`config.mk`:
```
export PLATFORM = sky130hd
export DESIGN_NAME = axi_timer_flat
export DESIGN_NICKNAME = d
export VERILOG_FILES = /design/src/rtl/axi_timer_if.sv /design/src/rtl/axi_timer.sv /design/src/flat_wrapper.sv
export SDC_FILE = /design/constraint.sdc
export NUM_CORES = 1
export LEC_CHECK = 0
export ABC_AREA = 1
export ABC_CLOCK_PERIOD_IN_PS = 1800
export BUFFER_PORTS_ARGS = -buffer_cell sky130_fd_sc_hd__buf_2
export CORE_AREA = 2 2 170 172
export DETAILED_ROUTE_END_ITERATION = 16
export DIE_AREA = 0 0 172 174
export PLACE_DENSITY = 0.51
export SYNTH_ARGS = -nofsm -noshare
export SYNTH_HDL_FRONTEND = slang
export SYNTH_SLANG_ARGS = --single-unit
```
`constraint.sdc`:
```
create_clock -name clk -period 1.8 [get_ports clk]
set_input_delay 0.18 -clock clk [delete_from_list [all_inputs] [get_ports clk]]
set_output_delay 0.18 -clock clk [all_outputs]
set_load 0.05 [all_outputs]
```
`src/rtl/axi_timer_if.sv`:
```
`default_nettype none
// ============================================================================
//  Module      : axi_timer_if
//  Description : AXI4-Lite channel bundle between a core manager and the timer.
//  Revision    : 1.0 - initial release
// ============================================================================
interface axi_timer_if #(
    parameter int WIDTH      = 32,
    parameter int ADDR_WIDTH = 5
);
    logic                    awvalid;
    logic                    awready;
    logic [ADDR_WIDTH-1:0]   awaddr;
    logic                    wvalid;
    logic                    wready;
    logic [WIDTH-1:0]        wdata;
    logic [WIDTH/8-1:0]      wstrb;
    logic                    bvalid;
    logic                    bready;
    logic [1:0]              bresp;
    logic                    arvalid;
    logic                    arready;
    logic [ADDR_WIDTH-1:0]   araddr;
    logic                    rvalid;
    logic                    rready;
    logic [WIDTH-1:0]        rdata;
    logic [1:0]              rresp;

    modport master (
        output awvalid, awaddr, wvalid, wdata, wstrb, bready, arvalid, araddr, rready,
        input  awready, wready, bvalid, bresp, arready, rvalid, rdata, rresp
    );

    modport slave (
        input  awvalid, awaddr, wvalid, wdata, wstrb, bready, arvalid, araddr, rready,
        output awready, wready, bvalid, bresp, arready, rvalid, rdata, rresp
    );
endinterface
`default_nettype wire

```
`src/rtl/axi_timer.sv`:
```
`default_nettype none
// ============================================================================
//  Module      : axi_timer
//  Description : AXI4-Lite prescaled 32-bit up-counter with top value, overflow
//                flag, one-shot mode and registered level interrupt.
//  Revision    : 1.0 - initial release
// ============================================================================
module axi_timer #(
    parameter int WIDTH          = 32,
    parameter int ADDR_WIDTH     = 5,
    parameter int PRESCALE_WIDTH = 16
) (
    input  wire logic  clk,
    input  wire logic  rst_n,
    output logic       irq,
    axi_timer_if.slave axi
);
    localparam logic [1:0] c_W_IDLE  = 2'd0;
    localparam logic [1:0] c_W_READY = 2'd1;
    localparam logic [1:0] c_W_RESP  = 2'd2;
    localparam logic [1:0] c_R_IDLE  = 2'd0;
    localparam logic [1:0] c_R_READY = 2'd1;
    localparam logic [1:0] c_R_RESP  = 2'd2;

    localparam logic [ADDR_WIDTH-3:0] c_IDX_CTRL     = 'd0;
    localparam logic [ADDR_WIDTH-3:0] c_IDX_STATUS   = 'd1;
    localparam logic [ADDR_WIDTH-3:0] c_IDX_PRESCALE = 'd2;
    localparam logic [ADDR_WIDTH-3:0] c_IDX_COUNT    = 'd3;
    localparam logic [ADDR_WIDTH-3:0] c_IDX_TOP      = 'd4;
    localparam logic [1:0]            c_SLVERR       = 2'b10;

    logic [1:0]                r_wstate, w_wstate_nxt;
    logic [1:0]                r_rstate, w_rstate_nxt;
    logic [1:0]                r_bresp, r_rresp;
    logic [WIDTH-1:0]          r_rdata, w_rdata;
    logic                      r_en, r_ie, r_oneshot, r_ovf, r_irq;
    logic [PRESCALE_WIDTH-1:0] r_prescale, r_pc;
    logic [WIDTH-1:0]          r_count, r_top;

    function automatic logic [WIDTH-1:0] f_merge(input logic [WIDTH-1:0]   old_v,
                                                 input logic [WIDTH-1:0]   new_v,
                                                 input logic [WIDTH/8-1:0] strb);
        for (int b = 0; b < WIDTH/8; b++)
            f_merge[b*8 +: 8] = strb[b] ? new_v[b*8 +: 8] : old_v[b*8 +: 8];
    endfunction

    wire logic [ADDR_WIDTH-3:0] w_widx = axi.awaddr[ADDR_WIDTH-1:2];
    wire logic [ADDR_WIDTH-3:0] w_ridx = axi.araddr[ADDR_WIDTH-1:2];
    wire logic w_unused_addr_lsbs = ^{axi.awaddr[1:0], axi.araddr[1:0]};

    wire logic w_wr_fire   = (r_wstate == c_W_READY) & axi.awvalid & axi.wvalid;
    wire logic w_rd_fire   = (r_rstate == c_R_READY) & axi.arvalid;
    wire logic w_wr_err    = w_widx > c_IDX_TOP;
    wire logic w_rd_err    = w_ridx > c_IDX_TOP;
    wire logic w_wr_ctrl   = w_wr_fire & (w_widx == c_IDX_CTRL);
    wire logic w_wr_status = w_wr_fire & (w_widx == c_IDX_STATUS);
    wire logic w_wr_pre    = w_wr_fire & (w_widx == c_IDX_PRESCALE);
    wire logic w_wr_count  = w_wr_fire & (w_widx == c_IDX_COUNT);
    wire logic w_wr_top    = w_wr_fire & (w_widx == c_IDX_TOP);

    // A software COUNT write pre-empts the overflow that the tick would cause.
    wire logic w_tick     = r_en & (r_pc == r_prescale);
    wire logic w_wrap     = (r_count == r_top);
    wire logic w_ovf_evt  = w_tick & w_wrap & ~w_wr_count;
    wire logic w_ovf_clr  = w_wr_status & axi.wstrb[0] & axi.wdata[0];
    wire logic w_ctrl_ld  = w_wr_ctrl & axi.wstrb[0];

    always_ff @(posedge clk or negedge rst_n) begin
        if (!rst_n) begin
            r_wstate <= c_W_IDLE;
            r_rstate <= c_R_IDLE;
        end else begin
            r_wstate <= w_wstate_nxt;
            r_rstate <= w_rstate_nxt;
        end
    end

    always_comb begin
        w_wstate_nxt = r_wstate;
        case (r_wstate)
            c_W_IDLE:  if (axi.awvalid && axi.wvalid) w_wstate_nxt = c_W_READY;
            c_W_READY: w_wstate_nxt = w_wr_fire ? c_W_RESP : c_W_IDLE;
            c_W_RESP:  if (axi.bready) w_wstate_nxt = c_W_IDLE;
            default:   w_wstate_nxt = c_W_IDLE;
        endcase
    end

    always_comb begin
        w_rstate_nxt = r_rstate;
        case (r_rstate)
            c_R_IDLE:  if (axi.arvalid) w_rstate_nxt = c_R_READY;
            c_R_READY: w_rstate_nxt = w_rd_fire ? c_R_RESP : c_R_IDLE;
            c_R_RESP:  if (axi.rready) w_rstate_nxt = c_R_IDLE;
            default:   w_rstate_nxt = c_R_IDLE;
        endcase
    end

    always_comb begin
        w_rdata = '0;
        case (w_ridx)
            c_IDX_CTRL:     w_rdata = {{(WIDTH-3){1'b0}}, r_oneshot, r_ie, r_en};
            c_IDX_STATUS:   w_rdata = {{(WIDTH-1){1'b0}}, r_ovf};
            c_IDX_PRESCALE: w_rdata = {{(WIDTH-PRESCALE_WIDTH){1'b0}}, r_prescale};
            c_IDX_COUNT:    w_rdata = r_count;
            c_IDX_TOP:      w_rdata = r_top;
            default:        w_rdata = '0;
        endcase
    end

    always_ff @(posedge clk or negedge rst_n) begin
        if (!rst_n) begin
            r_bresp <= 2'b00;
            r_rresp <= 2'b00;
            r_rdata <= '0;
        end else begin
            if (w_wr_fire) r_bresp <= w_wr_err ? c_SLVERR : 2'b00;
            if (w_rd_fire) begin
                r_rresp <= w_rd_err ? c_SLVERR : 2'b00;
                r_rdata <= w_rdata;
            end
        end
    end

    always_ff @(posedge clk or negedge rst_n) begin
        if (!rst_n) begin
            r_en       <= 1'b0;
            r_ie       <= 1'b0;
            r_oneshot  <= 1'b0;
            r_ovf      <= 1'b0;
            r_irq      <= 1'b0;
            r_prescale <= '0;
            r_pc       <= '0;
            r_count    <= '0;
            r_top      <= '1;
        end else begin
            if (w_ctrl_ld)
                {r_oneshot, r_ie, r_en} <= axi.wdata[2:0];
            else if (w_ovf_evt && r_oneshot)
                r_en <= 1'b0;

            if (w_wr_ctrl)
                r_pc <= '0;
            else if (r_en)
                r_pc <= w_tick ? '0 : r_pc + 1'b1;

            if (w_wr_count)
                r_count <= f_merge(r_count, axi.wdata, axi.wstrb);
            else if (w_tick)
                r_count <= w_wrap ? '0 : r_count + 1'b1;

            if (w_wr_top)
                r_top <= f_merge(r_top, axi.wdata, axi.wstrb);

            if (w_wr_pre)
                for (int b = 0; b < PRESCALE_WIDTH/8; b++)
                    if (axi.wstrb[b]) r_prescale[b*8 +: 8] <= axi.wdata[b*8 +: 8];

            // Setting beats clearing when both land on the same edge.
            r_ovf <= w_ovf_evt | (r_ovf & ~w_ovf_clr);
            r_irq <= r_ovf & r_ie;
        end
    end

    assign irq         = r_irq;
    assign axi.awready = (r_wstate == c_W_READY);
    assign axi.wready  = (r_wstate == c_W_READY);
    assign axi.bvalid  = (r_wstate == c_W_RESP);
    assign axi.bresp   = r_bresp;
    assign axi.arready = (r_rstate == c_R_READY);
    assign axi.rvalid  = (r_rstate == c_R_RESP);
    assign axi.rdata   = r_rdata;
    assign axi.rresp   = r_rresp;
endmodule
`default_nettype wire

```
`src/flat_wrapper.sv`:
```
// flat-port wrapper written by rule: the top's interface ports become plain ports
module axi_timer_flat 
#(
    parameter int WIDTH          = 32,
    parameter int ADDR_WIDTH     = 5,
    parameter int PRESCALE_WIDTH = 16
)
  (clk, rst_n, irq, axi_awvalid, axi_awaddr, axi_wvalid, axi_wdata, axi_wstrb, axi_bready, axi_arvalid, axi_araddr, axi_rready, axi_awready, axi_wready, axi_bvalid, axi_bresp, axi_arready, axi_rvalid, axi_rdata, axi_rresp);
  axi_timer_if #(.WIDTH(WIDTH), .ADDR_WIDTH(ADDR_WIDTH)) axi_i ();
  input  wire logic clk;
  input  wire logic rst_n;
  output logic irq;
  input wire logic [$bits(axi_i.awvalid)-1:0] axi_awvalid;
  input wire logic [$bits(axi_i.awaddr)-1:0] axi_awaddr;
  input wire logic [$bits(axi_i.wvalid)-1:0] axi_wvalid;
  input wire logic [$bits(axi_i.wdata)-1:0] axi_wdata;
  input wire logic [$bits(axi_i.wstrb)-1:0] axi_wstrb;
  input wire logic [$bits(axi_i.bready)-1:0] axi_bready;
  input wire logic [$bits(axi_i.arvalid)-1:0] axi_arvalid;
  input wire logic [$bits(axi_i.araddr)-1:0] axi_araddr;
  input wire logic [$bits(axi_i.rready)-1:0] axi_rready;
  output wire logic [$bits(axi_i.awready)-1:0] axi_awready;
  output wire logic [$bits(axi_i.wready)-1:0] axi_wready;
  output wire logic [$bits(axi_i.bvalid)-1:0] axi_bvalid;
  output wire logic [$bits(axi_i.bresp)-1:0] axi_bresp;
  output wire logic [$bits(axi_i.arready)-1:0] axi_arready;
  output wire logic [$bits(axi_i.rvalid)-1:0] axi_rvalid;
  output wire logic [$bits(axi_i.rdata)-1:0] axi_rdata;
  output wire logic [$bits(axi_i.rresp)-1:0] axi_rresp;
  assign axi_i.awvalid = axi_awvalid;
  assign axi_i.awaddr = axi_awaddr;
  assign axi_i.wvalid = axi_wvalid;
  assign axi_i.wdata = axi_wdata;
  assign axi_i.wstrb = axi_wstrb;
  assign axi_i.bready = axi_bready;
  assign axi_i.arvalid = axi_arvalid;
  assign axi_i.araddr = axi_araddr;
  assign axi_i.rready = axi_rready;
  assign axi_awready = axi_i.awready;
  assign axi_wready = axi_i.wready;
  assign axi_bvalid = axi_i.bvalid;
  assign axi_bresp = axi_i.bresp;
  assign axi_arready = axi_i.arready;
  assign axi_rvalid = axi_i.rvalid;
  assign axi_rdata = axi_i.rdata;
  assign axi_rresp = axi_i.rresp;
  axi_timer #(.WIDTH(WIDTH), .ADDR_WIDTH(ADDR_WIDTH), .PRESCALE_WIDTH(PRESCALE_WIDTH)) u_core (.clk(clk), .rst_n(rst_n), .irq(irq), .axi(axi_i));
endmodule
```
==> summary.txt <==
required arrival time at the worst endpoint: 2.12 ns
sequential cell area: 3530 um2
DR iter-0 viols: 479
Max Slew Vio Count: 0
detailed-route DRC error count: 0
deepest level of the CTS H-tree: 4
top cells by instance count after synthesis: nand2_1 (423), inv_1 (147), nor2_1 (115)
crit path cell chain: xnor2_1 -> nand2_1 -> nor2_1 -> nand2_1 -> nor2_1 -> nand2_1 -> buf_6 -> nor2_1 -> nand2_1 -> nand2_1 -> nand2_1
pin count of the biggest net entering global routing: 45
number of core rows: 62
worst-case clock buffer depth: 2
endpoint arrival time on the critical path: 2.07 ns
DRT antenna net count: 0
critical path's largest stage delay: 0.56 ns
aggregate routed wire length: 25900 um
routability cong.: 0.860
Congestion Overflow GR: 0
count of flip-flops with a built-in enable after synthesis: 0
Crit Path Category: reg2reg
Yosys warnings: 0
setup repair after global routing missed its margin: true
y dimension of the die: 174 um
DP HPWL: 20000 um
number of hold violations in the final report: 0
ratio of total power to cell area: 1080 nW/um2
final worst path period need: 1.75 ns
number of setup violations in the final report: 0
slowest stage cell, crit path: dfstp_2
result of the run: finished clean
first-pass GRT wire length: 42100 um
number of fillers in the final layout: 3093
CP Capture Type: flip-flop
post-route design area: 10600 um2
cell occurring most often along the worst timing path: nand2_1
worst IR drop on VDD: 0.704 mV
Nets: 1420
Max Cap Violations: 0
per-cell via count in the routed design: 4.50
area of combinational cells with multiple inputs: 4140 um2
iteration count of the initial detailed-routing pass: 6
I/O pins: 95
Clock Latency Late Sink: 0.44 ns
n_diodes: 0
synthesis-to-finish area growth: 27.9%
average wire per cell in the routed design: 14.7 um
sequential element share of the synthesized area: 0.424
#FFs+latches synth: 139
instance area at placement: 9690 um2
post-synthesis instance area: 8300 um2
Initial Utilization: 0.294
primary flip-flop cell chosen by synthesis mapping: dfrtp_1
Hold Path Class: in2reg
reg-to-reg setup timing slack: 0.05 ns
clk sink count: 139
capture instance of the worst register-to-register path: u_core.r_en
async set-or-reset flop fraction in the synthesized netlist: 1.00
TritonCTS clock tree: yes
startpoint of the worst-slack reg-to-reg timing path: u_core.r_top[1]
Reg clk slew, reported paths: 0.06 ns
crit path max fanout: 16
share of the cycle needed by the critical path after routing: 0.974
die outline area: 29900 um2
via count of the first global-routing pass: 7876
cell at the root of the clock tree: clkbuf_16
number of instances in the synthesized netlist: 1201
Worst Clk Skew: 0.0172 ns
global-route total usage across every layer: 0.180
cell accounting for the most synthesized area: dfrtp_1
Leakage Power: 5.47 nW
layout cells sized above 1: 0.212
average instance area after synthesis: 6.91 um2
core area: 28200 um2
I/O Buffers: 88
count of vias placed by the detailed router: 7937
fmax: 0.571 GHz
largest cells by area after synthesis: dfrtp_1 (32%), nand2_1 (19%), dfstp_2 (10%)
count leader, synth: nand2_1
antenna violations before repair: 0
crit path capture: u_core.r_en
Die Wd: 172 um
aggregate negative setup slack: 0 ns
CTS Buf Count: 17
Crit. Startpoint: u_core.r_top[1]
area fraction of the dominant cell type after synthesis: 0.323
Worst setup SP type: flip-flop
Tot Pwr: 11.5 mW
Synth cell types: 38
Worst R2R Path Depth: 11
==> layout by cell type, fill, tap and decap left out, drive strengths merged <==
master / count
buf: 177
or2: 1
a221oi: 1
a21oi: 34
dfstp: 32
a211oi: 1
o2111ai: 2
and3: 1
clkinv: 2
o31ai: 4
bufinv: 2
dlygate4sd3: 9
xor2: 25
o221ai: 1
xnor2: 29
dfrtp: 107
nand4: 15
nor2: 118
clkbuf: 22
a31oi: 1
o21ai: 82
clkinvlp: 3
inv: 157
and2: 2
nand3: 80
ha: 2
nor3: 10
nand2: 427
conb: 2
a21o: 1
o22ai: 17
nand3b: 11
==> stage by stage <==
step	setup slack [ns]	hold WS [ns]	std cells	util
after floorplan	0.113	-0.116	1202	-
after global placement	-0.0114	0.101	1711	0.343
after detailed placement	-0.0369	0.0997	1711	0.343
after CTS	0.0126	0.000769	1752	0.367
after global routing	-0.0821	0.00938	1762	0.376
final	0.0475	0.00657	1762	0.376
==> report_power, final <==
part           leakage [nW]  total [mW]  switching, mW  internal, mW
registers              1.71        4.05          0.445          3.60
logic                  3.48        3.88           2.36          1.52
clock network         0.276        3.57           1.47          2.10
==> state kept, by name, indices dropped and copies added (netlist names) <==
signal	cells
u_core.axi.bresp	1
u_core.axi.rdata	32
u_core.axi.rresp	1
u_core.irq	1
u_core.r_count	32
u_core.r_en	1
u_core.r_ie	1
u_core.r_oneshot	1
u_core.r_ovf	1
u_core.r_pc	16
u_core.r_prescale	16
u_core.r_rstate	2
u_core.r_top	32
u_core.r_wstate	2
==> final cells by class <==
class,count,area share
Clock inverter,11,0.0127
Tap cell,384,0.0452
Timing Repair Buffer,187,0.123
Clock buffer,21,0.0424
Inverter,153,0.0543
Multi-Input combinational cell,867,0.390
Sequential cell,139,0.332
==> worst min-delay path by stage <==
stage	end	startpoint	cells past startpoint
global route	u_core.r_top[30]	axi_wdata[30]	3
detailed placement	u_core.r_pc[8]	rst_n	1
finish	u_core.r_top[30]	axi_wdata[30]	3
floorplan	u_core.axi.bresp[1]	rst_n	0
global placement	u_core.r_pc[7]	rst_n	1
CTS	u_core.r_top[24]	axi_wdata[24]	3
==> cells by family (layout without fill, tap and decap cells) <==
| kind of cell | Yosys count | in the layout | share of synthesized area |
|---|---|---|---|
| and+or+nand+nor | 665 | 665 | 0.331 |
| buffers and inverters | 196 | 372 | 0.0918 |
| AOI/OAI and AO/OA | 144 | 144 | 0.0931 |
| DFF | 139 | 139 | 0.424 |
| xor gates and xnor gates | 54 | 54 | 0.0570 |
| adders and majority gates | 2 | 2 | 0.00301 |
| other | 1 | 2 | 0.000452 |
==> per-layer routing <==
metal	part of all wire	GRT usage
met3	0.040	0.0262
met5	0	0
met4	0.0091	0.0382
met1	0.49	0.255
met2	0.46	0.289
==> critical path, delay by kind of cell (launching register included) <==
family | cells | cell delay (ns)
simple gates | 9 | 0.78
xor+xnor | 1 | 0.12
flops | 1 | 0.56
buf+inv | 1 | 0.17
==> timing repair <==
item	in CTS	in global routing
buffers inserted	0	9
gates cloned	0	1
pin swaps	1	12
resized for setup	4	54
hold buffers	9	0
endpoints found under the setup margin	12	41
endpoints found under the hold margin	80	0
(Power assumes the default switching activity.)
